**config.mk**
```make
export PLATFORM = sky130hd
export DESIGN_NAME = bms_adc_monitor
export DESIGN_NICKNAME = d
export VERILOG_FILES = /design/src/rtl/bms_adc_monitor.sv
export SDC_FILE = /design/constraint.sdc
export NUM_CORES = 1
export LEC_CHECK = 0
export BUFFER_PORTS_ARGS = -buffer_cell sky130_fd_sc_hd__buf_4
export CAP_MARGIN = 0
export CORE_ASPECT_RATIO = 1.5
export CORE_MARGIN = 2
export CORE_UTILIZATION = 40
export DETAILED_ROUTE_END_ITERATION = 10
export GPL_ROUTABILITY_DRIVEN = 0
export SYNTH_ARGS = -nofsm -noshare
export SYNTH_HDL_FRONTEND = slang
export SYNTH_SLANG_ARGS = --single-unit
```
**constraint.sdc**
```tcl
create_clock -name clk -period 10 [get_ports clk]
set_input_delay 2 -clock clk [delete_from_list [all_inputs] [get_ports clk]]
set_output_delay 2 -clock clk [all_outputs]
set_load 0.02 [all_outputs]
```
**src/rtl/bms_adc_monitor.sv**
```systemverilog
// BMS ADC front-end: captures qualified cell/current/temperature samples, tracks cell
// min/max and raises debounced, latched OV/UV/OC/OT faults released with hysteresis.
module bms_adc_monitor #(
  parameter int NUM_CELLS = 3,
  parameter int ADC_W     = 12,
  parameter int OV_TH     = 4090,
  parameter int UV_TH     = 2790,
  parameter int OC_TH     = 3072,
  parameter int OT_TH     = 745,
  parameter int HYST      = 16,
  parameter int DEBOUNCE  = 4
) (
  input  logic                       clk,
  input  logic                       rst,
  input  logic                       sample_valid,
  input  logic [NUM_CELLS*ADC_W-1:0] cell_voltage_adc,
  input  logic [ADC_W-1:0]           pack_current_adc,
  input  logic [ADC_W-1:0]           temperature_adc,
  input  logic                       fault_clear,
  output logic                       data_valid,
  output logic [NUM_CELLS*ADC_W-1:0] cell_voltage_reg,
  output logic [ADC_W-1:0]           pack_current_reg,
  output logic [ADC_W-1:0]           temperature_reg,
  output logic [ADC_W-1:0]           cell_max,
  output logic [ADC_W-1:0]           cell_min,
  output logic [NUM_CELLS-1:0]       ov_cell_mask,
  output logic [NUM_CELLS-1:0]       uv_cell_mask,
  output logic                       ov_fault,
  output logic                       uv_fault,
  output logic                       oc_fault,
  output logic                       ot_fault,
  output logic                       fault_any
);

  // Detector slots: [0,N) cell OV, [N,2N) cell UV, then pack OC and OT.
  localparam int NUM_DET = 2 * NUM_CELLS + 2;
  localparam int OC_IDX  = 2 * NUM_CELLS;
  localparam int OT_IDX  = 2 * NUM_CELLS + 1;
  localparam int CNT_W   = $clog2(DEBOUNCE + 1);

  localparam logic [CNT_W-1:0] DEB_C    = CNT_W'(DEBOUNCE);
  localparam logic [CNT_W-1:0] ONE_C    = CNT_W'(1);
  localparam logic [ADC_W-1:0] OV_TH_C  = ADC_W'(OV_TH);
  localparam logic [ADC_W-1:0] UV_TH_C  = ADC_W'(UV_TH);
  localparam logic [ADC_W-1:0] OC_TH_C  = ADC_W'(OC_TH);
  localparam logic [ADC_W-1:0] OT_TH_C  = ADC_W'(OT_TH);
  localparam logic [ADC_W-1:0] OV_REL_C = ADC_W'(OV_TH - HYST);
  localparam logic [ADC_W-1:0] UV_REL_C = ADC_W'(UV_TH + HYST);
  localparam logic [ADC_W-1:0] OC_REL_C = ADC_W'(OC_TH - HYST);
  localparam logic [ADC_W-1:0] OT_REL_C = ADC_W'(OT_TH - HYST);

  if (NUM_CELLS < 1 || DEBOUNCE < 1 || OV_TH <= UV_TH) begin : g_bad_params
    $error("bms_adc_monitor: need NUM_CELLS>=1, DEBOUNCE>=1 and OV_TH>UV_TH");
  end

  logic                       data_valid_r;
  logic [NUM_CELLS*ADC_W-1:0] cell_reg_r;
  logic [ADC_W-1:0]           cur_reg_r;
  logic [ADC_W-1:0]           temp_reg_r;
  logic [ADC_W-1:0]           max_r;
  logic [ADC_W-1:0]           min_r;
  logic [NUM_DET-1:0]         flt_r;
  logic [CNT_W-1:0]           cnt_r [NUM_DET];

  logic [NUM_CELLS*ADC_W-1:0] src_cells_s;
  logic [ADC_W-1:0]           src_cur_s;
  logic [ADC_W-1:0]           src_temp_s;
  logic [ADC_W-1:0]           max_s;
  logic [ADC_W-1:0]           min_s;
  logic [NUM_DET-1:0]         trip_s;
  logic [NUM_DET-1:0]         rel_s;
  logic [NUM_DET-1:0]         clr_s;
  logic [NUM_DET-1:0]         flt_nxt_s;
  logic [CNT_W-1:0]           cnt_nxt_s [NUM_DET];

  // Release is judged on the incoming sample when one arrives, else on the held one.
  always_comb begin
    if (sample_valid) begin
      src_cells_s = cell_voltage_adc;
      src_cur_s   = pack_current_adc;
      src_temp_s  = temperature_adc;
    end else begin
      src_cells_s = cell_reg_r;
      src_cur_s   = cur_reg_r;
      src_temp_s  = temp_reg_r;
    end
  end

  // Per-detector trip (incoming sample) and release (hysteresis band) flags.
  always_comb begin
    trip_s = '0;
    rel_s  = '0;
    for (int i = 0; i < NUM_CELLS; i++) begin
      trip_s[i]             = cell_voltage_adc[i*ADC_W +: ADC_W] >= OV_TH_C;
      trip_s[NUM_CELLS + i] = cell_voltage_adc[i*ADC_W +: ADC_W] <= UV_TH_C;
      rel_s[i]              = src_cells_s[i*ADC_W +: ADC_W] < OV_REL_C;
      rel_s[NUM_CELLS + i]  = src_cells_s[i*ADC_W +: ADC_W] > UV_REL_C;
    end
    trip_s[OC_IDX] = pack_current_adc >= OC_TH_C;
    trip_s[OT_IDX] = temperature_adc >= OT_TH_C;
    rel_s[OC_IDX]  = src_cur_s < OC_REL_C;
    rel_s[OT_IDX]  = src_temp_s < OT_REL_C;
  end

  // Unsigned min/max over the incoming cell codes.
  always_comb begin
    max_s = cell_voltage_adc[ADC_W-1:0];
    min_s = cell_voltage_adc[ADC_W-1:0];
    for (int i = 1; i < NUM_CELLS; i++) begin
      if (cell_voltage_adc[i*ADC_W +: ADC_W] > max_s) begin
        max_s = cell_voltage_adc[i*ADC_W +: ADC_W];
      end else begin
        max_s = max_s;
      end
      if (cell_voltage_adc[i*ADC_W +: ADC_W] < min_s) begin
        min_s = cell_voltage_adc[i*ADC_W +: ADC_W];
      end else begin
        min_s = min_s;
      end
    end
  end

  assign clr_s = {NUM_DET{fault_clear}} & flt_r & rel_s;

  // Debounce counters and sticky fault bits. A released bit can never also be tripping.
  always_comb begin
    flt_nxt_s = flt_r;
    for (int j = 0; j < NUM_DET; j++) begin
      cnt_nxt_s[j] = cnt_r[j];
      if (clr_s[j]) begin
        cnt_nxt_s[j] = '0;
        flt_nxt_s[j] = 1'b0;
      end else if (sample_valid && trip_s[j]) begin
        if (cnt_r[j] == DEB_C) begin
          cnt_nxt_s[j] = cnt_r[j];
        end else begin
          cnt_nxt_s[j] = cnt_r[j] + ONE_C;
        end
        flt_nxt_s[j] = flt_r[j] | (cnt_nxt_s[j] == DEB_C);
      end else if (sample_valid) begin
        cnt_nxt_s[j] = '0;
        flt_nxt_s[j] = flt_r[j];
      end else begin
        cnt_nxt_s[j] = cnt_r[j];
        flt_nxt_s[j] = flt_r[j];
      end
    end
  end

  // Sample capture, statistics and fault state registers.
  always_ff @(posedge clk or posedge rst) begin
    if (rst) begin
      data_valid_r <= 1'b0;
      cell_reg_r   <= '0;
      cur_reg_r    <= '0;
      temp_reg_r   <= '0;
      max_r        <= '0;
      min_r        <= '0;
      flt_r        <= '0;
      for (int j = 0; j < NUM_DET; j++) begin
        cnt_r[j] <= '0;
      end
    end else begin
      data_valid_r <= sample_valid;
      if (sample_valid) begin
        cell_reg_r <= cell_voltage_adc;
        cur_reg_r  <= pack_current_adc;
        temp_reg_r <= temperature_adc;
        max_r      <= max_s;
        min_r      <= min_s;
      end
      flt_r <= flt_nxt_s;
      for (int j = 0; j < NUM_DET; j++) begin
        cnt_r[j] <= cnt_nxt_s[j];
      end
    end
  end

  assign data_valid       = data_valid_r;
  assign cell_voltage_reg = cell_reg_r;
  assign pack_current_reg = cur_reg_r;
  assign temperature_reg  = temp_reg_r;
  assign cell_max         = max_r;
  assign cell_min         = min_r;
  assign ov_cell_mask     = flt_r[NUM_CELLS-1:0];
  assign uv_cell_mask     = flt_r[2*NUM_CELLS-1:NUM_CELLS];
  assign oc_fault         = flt_r[OC_IDX];
  assign ot_fault         = flt_r[OT_IDX];
  assign ov_fault         = |ov_cell_mask;
  assign uv_fault         = |uv_cell_mask;
  assign fault_any        = |flt_r;

endmodule

```
After elaboration in Yosys (flattened, before gate mapping)
Index checks and enable logic that the tools add are counted.
- add/sub/neg operators: 8
- $mul: 0
- divide/modulo/power cells: 0
- $lt $le $gt $ge: 20
- equality and inequality tests: 16
- shifts and indexed selects: 0
- multiplexer cells: 64
- bitwise gates (word level): 10
- reduce and logical (&&, ||, !) cells: 27
- operators with widths (operator ; count):
    $mux 3 ; 41
    $mux 12 ; 6
    $eq 3x3->1 const B ; 16
    $ge 12x12->1 const B ; 4
    $lt 12x12->1 const B ; 4
    $gt 12x12->1 const B ; 3
    $le 12x12->1 const B ; 3
    $mux 36 ; 1
    $add 3x1->3 const B ; 8
    $gt 12x12->1 ; 2
    $lt 12x12->1 ; 2
    $reduce_bool 3->1 ; 8
    $and 8x8->8 ; 2
    $mux 1 ; 16
    $reduce_bool 2->1 ; 8
    $ge 12x10->1 const B ; 1
    $lt 12x10->1 const B ; 1
    $logic_and 1x1->1 ; 8
    $or 1x1->1 ; 8
    $reduce_or 8->1 ; 1
    $reduce_or 3->1 ; 2
- bits in registers: 117
- latch bits: 0
- memory bits (writable): 0
- ROM bits: 0
- input port bits: 64
- output and inout port bits: 96
- memories kept: 0

Logic depth before layout (Yosys ltp)
Gate-level depths: netlist (run 1).
- depth in word-level cells: 8
- depth in mapped cells: 20
- gate-level depth less buffers: 17

Least setup slack after synthesis (run 1)
Ideal clock, no wire load.
- path kind: input -> register
- start: input port cell_voltage_adc[1]
- end: register min_r[11] (netlist: cell_min[11])
- arrival: 5.451 ns
- setup slack: 4.407 ns
- cell stages on the path: 19
- path buffers: 3
- cell sequence: inv_1 ha_1 nor2b_4 o211ai_2 a211oi_2 and3b_1 clkbuf_1 buf_2 mux2i_1 ha_1 a21o_1 a21o_1 a21oi_1 o21ai_1 a31oi_1 clkbuf_1 o2bb2ai_1 mux2i_1 o221ai_1
- cells in the longest elaborated chain, start to end: 4
- ends and longest elaborated chain (what ; RTL line ; source):
    from (decl) ; 16 ; input logic [NUM_CELLS*ADC_W-1:0] cell_voltage_adc,
    $lt 12x12->1 ; 115 ; if (cell_voltage_adc[i*ADC_W +: ADC_W] < min_s) begin
    $mux 12 * ; 115 ;
    $lt 12x12->1 ; 115 ;
    $mux 12 * ; 115 ;
    to (signal assigned) ; 170 ; min_r <= min_s;
    to (decl) ; 61 ; logic [ADC_W-1:0] min_r;
Mark *: on every way between the ends. The rest lies on a longest branch, timed or not.
A chain may end at the register's enable or synchronous reset.

Final worst setup path (run 1)
- start: input port cell_voltage_adc[10]
- end: register max_r[9] (netlist: cell_max[9])
- cells in the longest elaborated chain, start to end: 4
- ends and longest elaborated chain (what ; RTL line ; source):
    $gt 12x12->1 ; 110 ; if (cell_voltage_adc[i*ADC_W +: ADC_W] > max_s) begin
    $mux 12 * ; 110 ;
    $gt 12x12->1 ; 110 ;
    $mux 12 * ; 110 ;
    to (signal assigned) ; 169 ; max_r <= max_s;
    to (decl) ; 60 ; logic [ADC_W-1:0] max_r;
Marked as above.

==> results of run 1 <==
==> stage by stage <==
stage / setup slack, ns / hold WS, ns / utilization / total power [mW]
after floorplan: 4.41 / 0.492 / - / 0.932
after global placement: 3.73 / 0.478 / 0.480 / 1.14
after detailed placement: 3.59 / 0.481 / 0.480 / 1.15
after CTS: 4.01 / 0.498 / 0.511 / 1.73
after global routing: 3.61 / 0.513 / 0.511 / 1.80
final: 4.00 / 0.493 / 0.511 / 1.71
==> kinds of logic (layout without fill, tap and decap cells) <==
kind of cell	count (synthesis)	count (layout)	synth area share
adder cells (fa/ha/maj)	51	51	0.0889
buffers and inverters	92	264	0.0566
AO/OA/AOI/OAI	176	176	0.170
multiplexers	100	100	0.147
AND/OR/NAND/NOR	171	171	0.127
flip-flops	117	117	0.408
XOR/XNOR	2	2	0.00244
==> how the worst min path moves through the flow <==
stage                  end  slack [ns]  cells past startpoint
2_1_floorplan     cnt_r[1]        0.49                      1
3_3_place_gp   cell_max[0]        0.48                      2
3_5_place_dp   cell_max[0]        0.48                      2
4_1_cts        cell_max[0]        0.50                      2
5_1_grt        cell_max[0]        0.51                      2
6_report       cell_max[0]        0.49                      2
==> cell usage in the layout (no fill, tap or decap), types with 7 or more instances in the layout <==
cell type	synthesis	final
mux2i_1	58	58
o21ai_1	22	22
or3_1	7	7
nand4_1	15	15
a22o_1	9	9
ha_1	51	51
mux2_2	34	34
nor2b_1	16	16
a21oi_1	47	47
o221ai_1	11	11
o211ai_1	7	7
a31oi_1	10	10
buf_4	4	164
nand3b_1	12	12
nor3_1	18	18
a31o_1	12	12
o2bb2ai_1	10	10
clkbuf_16	0	17
nand2_1	26	26
dfrtp_1	117	117
nor2_1	36	36
a21o_1	7	7
inv_1	68	67
nand3_1	21	21
o21ai_0	12	12
mux2_1	7	7
==> cell type report <==
cell class,instances,share of cell area
multi-input combinational,500,0.423
sequential,117,0.322
timing repair buffer,164,0.135
clock buffer,19,0.0498
tap,217,0.0299
inverter,69,0.0293
clock inverter,12,0.0106
==> routing by layer <==
layer / track usage / up-vias
met5: 0 / -
met4: 0.122 / 0
met3: 0.0457 / 60
met2: 0.418 / 205
met1: 0.266 / 3105
li1: - / 2935
==> power by group <==
group | internal (mW) | leakage [nW] | switching, mW
Clock | 0.332 | 0.259 | 0.238
Sequential | 0.545 | 1.42 | 0.0575
Combinational | 0.235 | 2.65 | 0.307
==> critical path, cell delays in order <==
cell and delay (ns):
buf_4 0.11, inv_1 0.06, ha_1 0.31, nand4_1 0.15, a211oi_2 0.27, and3b_1 0.45, nor2_2 0.71, mux2i_1 0.35
ha_1 0.29, nor2b_1 0.13, o21a_1 0.17, o21a_1 0.16, o21bai_1 0.12, a21oi_1 0.09, a211oi_1 0.35, buf_4 0.24
o21ai_0 0.10, a31o_1 0.23
==> metrics.yaml, run 1 <==
worstSetupStartpoint: "cell_voltage_adc[10]"
worst_pin_slew_ns: 0.851
ant_nets: 0
reg2reg_to: "cnt_r[1]"
htree_levels: 4
wl_met2_um: 11600
post_cts_resize_count: 0
m1WireLength_um: 8540
worstHoldStart: "cell_max[0]"
max_freq_mhz: 167
tritoncts: "built"
numPortBuffers: 159
fin_crit_sh: 0.600
placed_cells: 1067
grt_pass1_vias: 6535
startpoint_type: "input port"
yosysMostFrequentCell: "dfrtp_1"
synth_seq_cells: 117
final_area_mm2: 0.00909
finalHoldViolations: 0
grt_max_degree: 66
crit_path_end: "cell_max[9]"
dpl.hpwl_um: 17100
synth_top_area_frac: 0.408
syn_nets: 824
timing.final.max_slew_violations: 0
wl_met3_um: 982
top_layer: "met4"
rows: 60
syn_inst: 709
die_w_um: 113
fill_cells: 1657
setup_tns_ns: 0
ys.flop_type: "dfrtp_1"
rsz0062_at_grt: "false"
clock_sinks: 117
worst-endpoint-arrival_ns: 6.31
grt_antenna_before_repair: 0
ys_top_cells_by_area: "dfrtp_1, ha_1, mux2i_1, mux2_2, inv_1"
drive_gt1_frac: 0.272
synthArstFlopShare: 1.00
cp_max_fo: 13
post_dp_cell_area_mm2: 0.00854
drt-initial-drc-count: 400
min_period_ns: 6.00
power.density_mw_per_mm2: 189
multi_input_area_mm2: 0.00384
endpoint_kind: "flop"
root_buffer: "clkbuf_16"
synth_area_mm2: 0.00718
io_pins: 160
wl_um: 22100
finalNonFillerCells: 1098
setup_viol: 0
dieArea_mm2: 0.0191
relSlewSlack: 0.433
ys_seq_area_frac: 0.408
skew_ns: 0.0111
synth_cell_types: 65
irDropWorstVdd_mv: 0.111
hold_buffers: 0
cap_viol_max_count: 0
outcome: "complete, no violations"
drtPass1Iterations: 5
viasPerCell: 5.74
required_ns: 10.30
p_leak_nw: 4.33
worstReg2RegStart: "temperature_reg[1]"
syn_to_final_growth_pct: 26.6
num_vias: 6305
avgSynthCellArea_um2: 10.1
worstSkewPairLatency_ns: 0.42
regArea_mm2: 0.00293
overflow: 0
clkSlewWorstSetupHoldPaths_ns: 0.06
initial_core_util: 0.403
diodes: 0
fp.dieH_um: 168
nets: 984
largest_reg_flops: 36
core_area_mm2: 0.0178
synth_edf_count: 0
clock_path_buffers: 2
post_cts_buffers: 0
reg2regPathDepth: 7
path_class: "in -> reg"
drc: 0
cts_buffers: 17
yosysWarnings: 0
hp-class: "reg -> reg"
grt_util_all_layers: 0.236
yosys-top-cells-count: "dfrtp_1, inv_1, mux2i_1, ha_1, a21oi_1"
synth_top_cell_by_area: "dfrtp_1"
grt_pass1_wl_um: 35000
routedWlPerCell_um: 20.1
rrSetupSlack_ns: 7.88
No activity file was read; power rests on OpenSTA's default activity.
==> run 2: changes to the inputs <==
Clock period 10 ns to 5.09 ns, I/O delays scaled along.
==> run 2 against run 1 <==
Clock power increased by 120%. Critical path depth decreased by 2. Combinational power increased by 99%. Sequential share of layout area down 0.49 points. Final cell count increased by 0.82%. Register-to-register slack lost 4.9 ns. Core utilization rose by 0.79 points. Sequential power up 98%. Wire length rose by 1.3%. Global-route usage grew 0.32 points. First-iteration DRC count down 21%.
==> metrics.yaml, run 2 (synthesis gave the netlist of run 1 again) <==
largest_reg_flops: 36
min_path_cells: 2
min_period_ns: 4.63
drt-initial-drc-count: 316
initial_core_util: 0.403
setup_tns_ns: 0
setup_viol: 0
timing.final.max_slew_violations: 0
wl_met3_um: 1010
wl_met2_um: 12000
post_dp_cell_area_mm2: 0.00861
worst-endpoint-arrival_ns: 4.94
wl_um: 22400
post_cts_buffers: 0
nets: 992
grt_antenna_before_repair: 0
io_pins: 160
hold_buffers: 0
viasPerCell: 5.74
cts_buffers: 17
syn_to_final_growth_pct: 28.6
relSlewSlack: 0.492
cap_viol_max_count: 0
routedWlPerCell_um: 20.2
dpl.hpwl_um: 17300
root_buffer: "clkbuf_16"
hp-class: "reg -> reg"
clock_path_buffers: 2
rsz0062_at_grt: "false"
numPortBuffers: 159
fp.dieH_um: 168
grt_util_all_layers: 0.239
power.total_mw: 3.54
clock_sinks: 117
overflow: 0
diodes: 0
p_leak_nw: 4.41
endpoint_kind: "flop"
required_ns: 5.40
htree_levels: 4
final_util: 0.519
hold_ws_ns: 0.487
post_cts_resize_count: 0
max_freq_mhz: 216
power.density_mw_per_mm2: 384
drive_gt1_frac: 0.280
irDropWorstVdd_mv: 0.219
grt_max_degree: 53
finalHoldViolations: 0
reg2regPathDepth: 8
skew_ns: 0.00967
final_common_cell: "buf_4"
final_area_mm2: 0.00923
startpoint_type: "input port"
fill_cells: 1649
core_area_mm2: 0.0178
fin_crit_sh: 0.910
layout_common_cells: "buf_4, dfrtp_1, inv_1"
num_vias: 6354
top_layer: "met4"
m1WireLength_um: 8510
outcome: "complete, no violations"
rows: 60
grt_pass1_vias: 6733
dieArea_mm2: 0.0191
die_w_um: 113
tritoncts: "built"
path_class: "in -> reg"
worst_pin_slew_ns: 0.761
grt_pass1_wl_um: 35600
ant_nets: 0
clkSlewWorstSetupHoldPaths_ns: 0.06
drc: 0
worstSkewPairLatency_ns: 0.41
cp_max_fo: 11
drtPass1Iterations: 5
==> run 2: cell count changes in the layout (fill, tap and decap cells not counted) <==
cell	previous run	this run
buf_4	164	171
bufinv_16	0	3
clkbuf_8	2	0
clkinvlp_4	4	2
buf_12	0	1
inv_6	5	6
inv_8	0	1
==> run 2: report_power, final <==
group          internal, mW  total, mW  switching [mW]
sequential             1.07       1.19           0.117
combinational         0.470       1.08           0.606
clock                 0.783       1.28           0.497
total                  2.32       3.54            1.22
==> run 2: area by class of cell <==
type                       instances  area, µm²  area share
sequential                       117       2930       0.317
multi-input combinational        500       3840       0.416
inverter                          69        267      0.0289
timing repair buffer             172       1300       0.141
clock inverter                    15        191      0.0207
clock buffer                      17        425      0.0461
tap                              217        272      0.0294
==> run 2: routing by layer <==
layer | global-route usage | up-vias
met1 | 0.269 | 3147
met4 | 0.117 | 0
li1 | - | 2949
met2 | 0.431 | 202
met3 | 0.0421 | 56
met5 | 0 | -
==> run 2: worst paths after layout <==
path                                      start             endpoint  slack, ns
setup / recovery           cell_voltage_adc[10]         cell_max[11]       0.46
hold / removal                      cell_max[0]          cell_max[0]       0.49
setup reg to reg             temperature_reg[1]             cnt_r[2]       2.97
hold reg to reg                     cell_max[0]          cell_max[0]       0.49
max in group asynchronous                   rst  pack_current_reg[1]       3.42
min in group asynchronous                   rst  pack_current_reg[6]       0.68
==> run 2: critical path, cell delays in order <==
cell      delay [ns]
buf_4           0.11
inv_1           0.05
ha_1            0.32
nand4_1         0.17
a211oi_2        0.28
and3b_1         0.29
nor2_2          0.31
buf_4           0.22
mux2i_1         0.43
ha_1            0.19
nand4_1         0.21
o21bai_1        0.23
a21oi_1         0.19
a211o_1         0.39
nand3_1         0.25
a31o_1          0.26
==> run 2: per-stage QoR <==
step / worst slack (ns) / instances
floorplan: 0.479 / 709
global placement: 0.211 / 1075
detailed placement: 0.139 / 1075
CTS: 0.563 / 1107
global route: 0.298 / 1107
finish: 0.460 / 1107
==> run 3: changes to the inputs <==
Settings changed: CORE_MARGIN 2 to 1.5, GPL_TIMING_DRIVEN from default to 0.
==> run 3 against run 2 <==
The run now ends with design-rule violations left. Clock-buffer cell count is 4 higher. Register-to-register slack worse by 0.04 ns. Final area is 0.65% higher. Core utilization increased by 1.2 points. Worst hold slack better by 0.020 ns. Die area down 1.5%. First-iteration DRC count up 39%. Via count increased by 3.3%. Sequential share of layout area is 0.21 points lower. Final cell count up 0.54%. Global-route usage increased by 1.9 points. Highest routed layer unchanged.
==> metrics.yaml, run 3 (synthesis gave the netlist of run 1 again) <==
placed_cells: 1081
wl_met3_um: 1200
required_ns: 5.36
power.density_mw_per_mm2: 375
critPathSlowestCell: "mux2i_2"
setup_viol: 0
tritoncts: "built"
cp_max_fo: 10
cp_cell_sequence: "buf_4 -> inv_1 -> ha_1 -> nor2b_4 -> o211ai_2 -> a211oi_2 -> and3b_1 -> clkbuf_1 -> clkbuf_4 -> mux2i_2 -> ha_1 -> a21o_1 -> a21o_1 -> a21oi_1 -> o21ai_1 -> a31oi_4 -> clkbuf_2 -> o2bb2ai_1 -> mux2i_1 -> o221ai_1"
rows: 59
reg2reg_to: "cnt_r[2]"
worstSkewPairLatency_ns: 0.42
skew_ns: 0.00671
drive_gt1_frac: 0.281
core_area_mm2: 0.0175
timing.final.max_slew_violations: 0
dpl.hpwl_um: 18500
reg2regPathDepth: 8
hold_buffers: 0
min_to: "pack_current_reg[0]"
overflow: 0
grt_pass1_wl_um: 37500
viasPerCell: 5.90
worst-endpoint-arrival_ns: 5.14
final_common_cell: "buf_4"
largest_reg_flops: 36
clock_sinks: 117
io_pins: 160
fp.dieH_um: 167
grt_pass1_vias: 6939
wl_met2_um: 12600
grt_max_degree: 71
diodes: 0
path_class: "in -> reg"
post_cts_buffers: 0
drt-initial-drc-count: 439
dieArea_mm2: 0.0188
hold_ws_ns: 0.507
ant_nets: 0
max_freq_mhz: 205
m1WireLength_um: 9140
cts_buffers: 17
initial_core_util: 0.410
relSlewSlack: 0.371
wl_um: 23900
grt_util_all_layers: 0.258
violations: "design-rule violations"
die_w_um: 112
fin_crit_sh: 0.957
pre_cts_slack_ns: -0.606
worst-path-buf-inv: 5
min_period_ns: 4.87
worstReg2RegStart: "temperature_reg[0]"
grt_antenna_before_repair: 0
worst_pin_slew_ns: 0.943
crit_cells: 20
clock_path_buffers: 2
cap_viol_max_count: 0
outcome: "finished, violations left"
drtPass1Iterations: 8
critPathMaxStageDelay_ns: 0.35
min_path_cells: 1
irDropWorstVdd_mv: 0.267
drc: 10
syn_to_final_growth_pct: 29.4
finalHoldViolations: 0
top_layer: "met4"
fin_ws_ns: 0.219
startpoint_type: "input port"
finalNonFillerCells: 1113
cp_top_family: "compound AO/OA/AOI/OAI gates"
endpoint_kind: "flop"
layout_common_cells: "buf_4, dfrtp_1, inv_1"
root_buffer: "clkbuf_16"
htree_levels: 4
nets: 1002
p_leak_nw: 4.42
worstHoldStart: "pack_current_reg[0]"
routedWlPerCell_um: 21.5
num_vias: 6566
hp-class: "reg -> reg"
rrSetupSlack_ns: 2.93
numPortBuffers: 158
clkSlewWorstSetupHoldPaths_ns: 0.05
==> run 3: cell types whose count changed in the layout (fill, tap and decap cells not counted), moves of 3 or more <==
cell and change:
buf_2 +4, buf_4 -9, inv_6 -3, clkbuf_1 +9
==> run 3: metal layers <==
metal | vias up | global-route usage
met3 | 82 | 0.0499
met5 | - | 0
met1 | 3247 | 0.282
met4 | 0 | 0.123
met2 | 266 | 0.473
li1 | 2971 | -
==> run 3: through the flow <==
step           power [mW]  setup TNS [ns]   util  cell area [µm²]
4_1_cts              3.49               0  0.529             9260
3_3_place_gp         2.23          -56.68  0.493             8630
5_1_grt              3.65         -0.0509  0.531             9290
2_1_floorplan        1.83               0      -             7180
3_5_place_dp         2.28           -9.06  0.495             8660
6_report             3.49               0  0.531             9290
==> run 3: cell type report <==
| type | instances | area (µm²) |
|---|---|---|
| plain buffers | 23 | 150 |
| clock buffers | 21 | 460 |
| clock inverters | 11 | 126 |
| fillers | 1590 | 8210 |
| inverters | 69 | 269 |
| multi-input cells | 500 | 3880 |
| flip-flops and latches | 117 | 2930 |
| well taps | 213 | 267 |
| repair buffers | 159 | 1210 |
==> run 3: how the worst max path moves through the flow <==
stage | from | end
after floorplan | cell_voltage_adc[1] | cell_min[11]
after global routing | cell_voltage_adc[1] | cell_max[0]
after detailed placement | cell_voltage_adc[1] | cell_min[1]
after global placement | cell_voltage_adc[1] | cell_min[6]
final | cell_voltage_adc[1] | cell_min[11]
after CTS | cell_voltage_adc[1] | cell_min[7]
==> run 3: report_power, final <==
| part | switching (mW) | internal (mW) | leakage [nW] | total [mW] |
|---|---|---|---|---|
| Combinational | 0.627 | 0.476 | 2.72 | 1.10 |
| Sequential | 0.118 | 1.07 | 1.42 | 1.19 |
| Clock | 0.449 | 0.747 | 0.276 | 1.20 |
==> run 3: worst reg2reg max path: stages, from the launching register on <==
cell and delay [ns]:
dfrtp_1 0.39, mux2_2 0.28, o311ai_1 0.29, nand2b_1 0.10, a31o_2 0.23, a2111oi_4 0.40, nor2_1 0.12, a21oi_1 0.17
nor2_1 0.06
==> run 3: what timing repair did <==
| item | 4_1_cts | 5_1_grt |
|---|---|---|
| cloned | 0 | 0 |
| setup endpoints to repair | 11 | 21 |
| pin swaps | 0 | 1 |
| gates resized for setup | 2 | 10 |
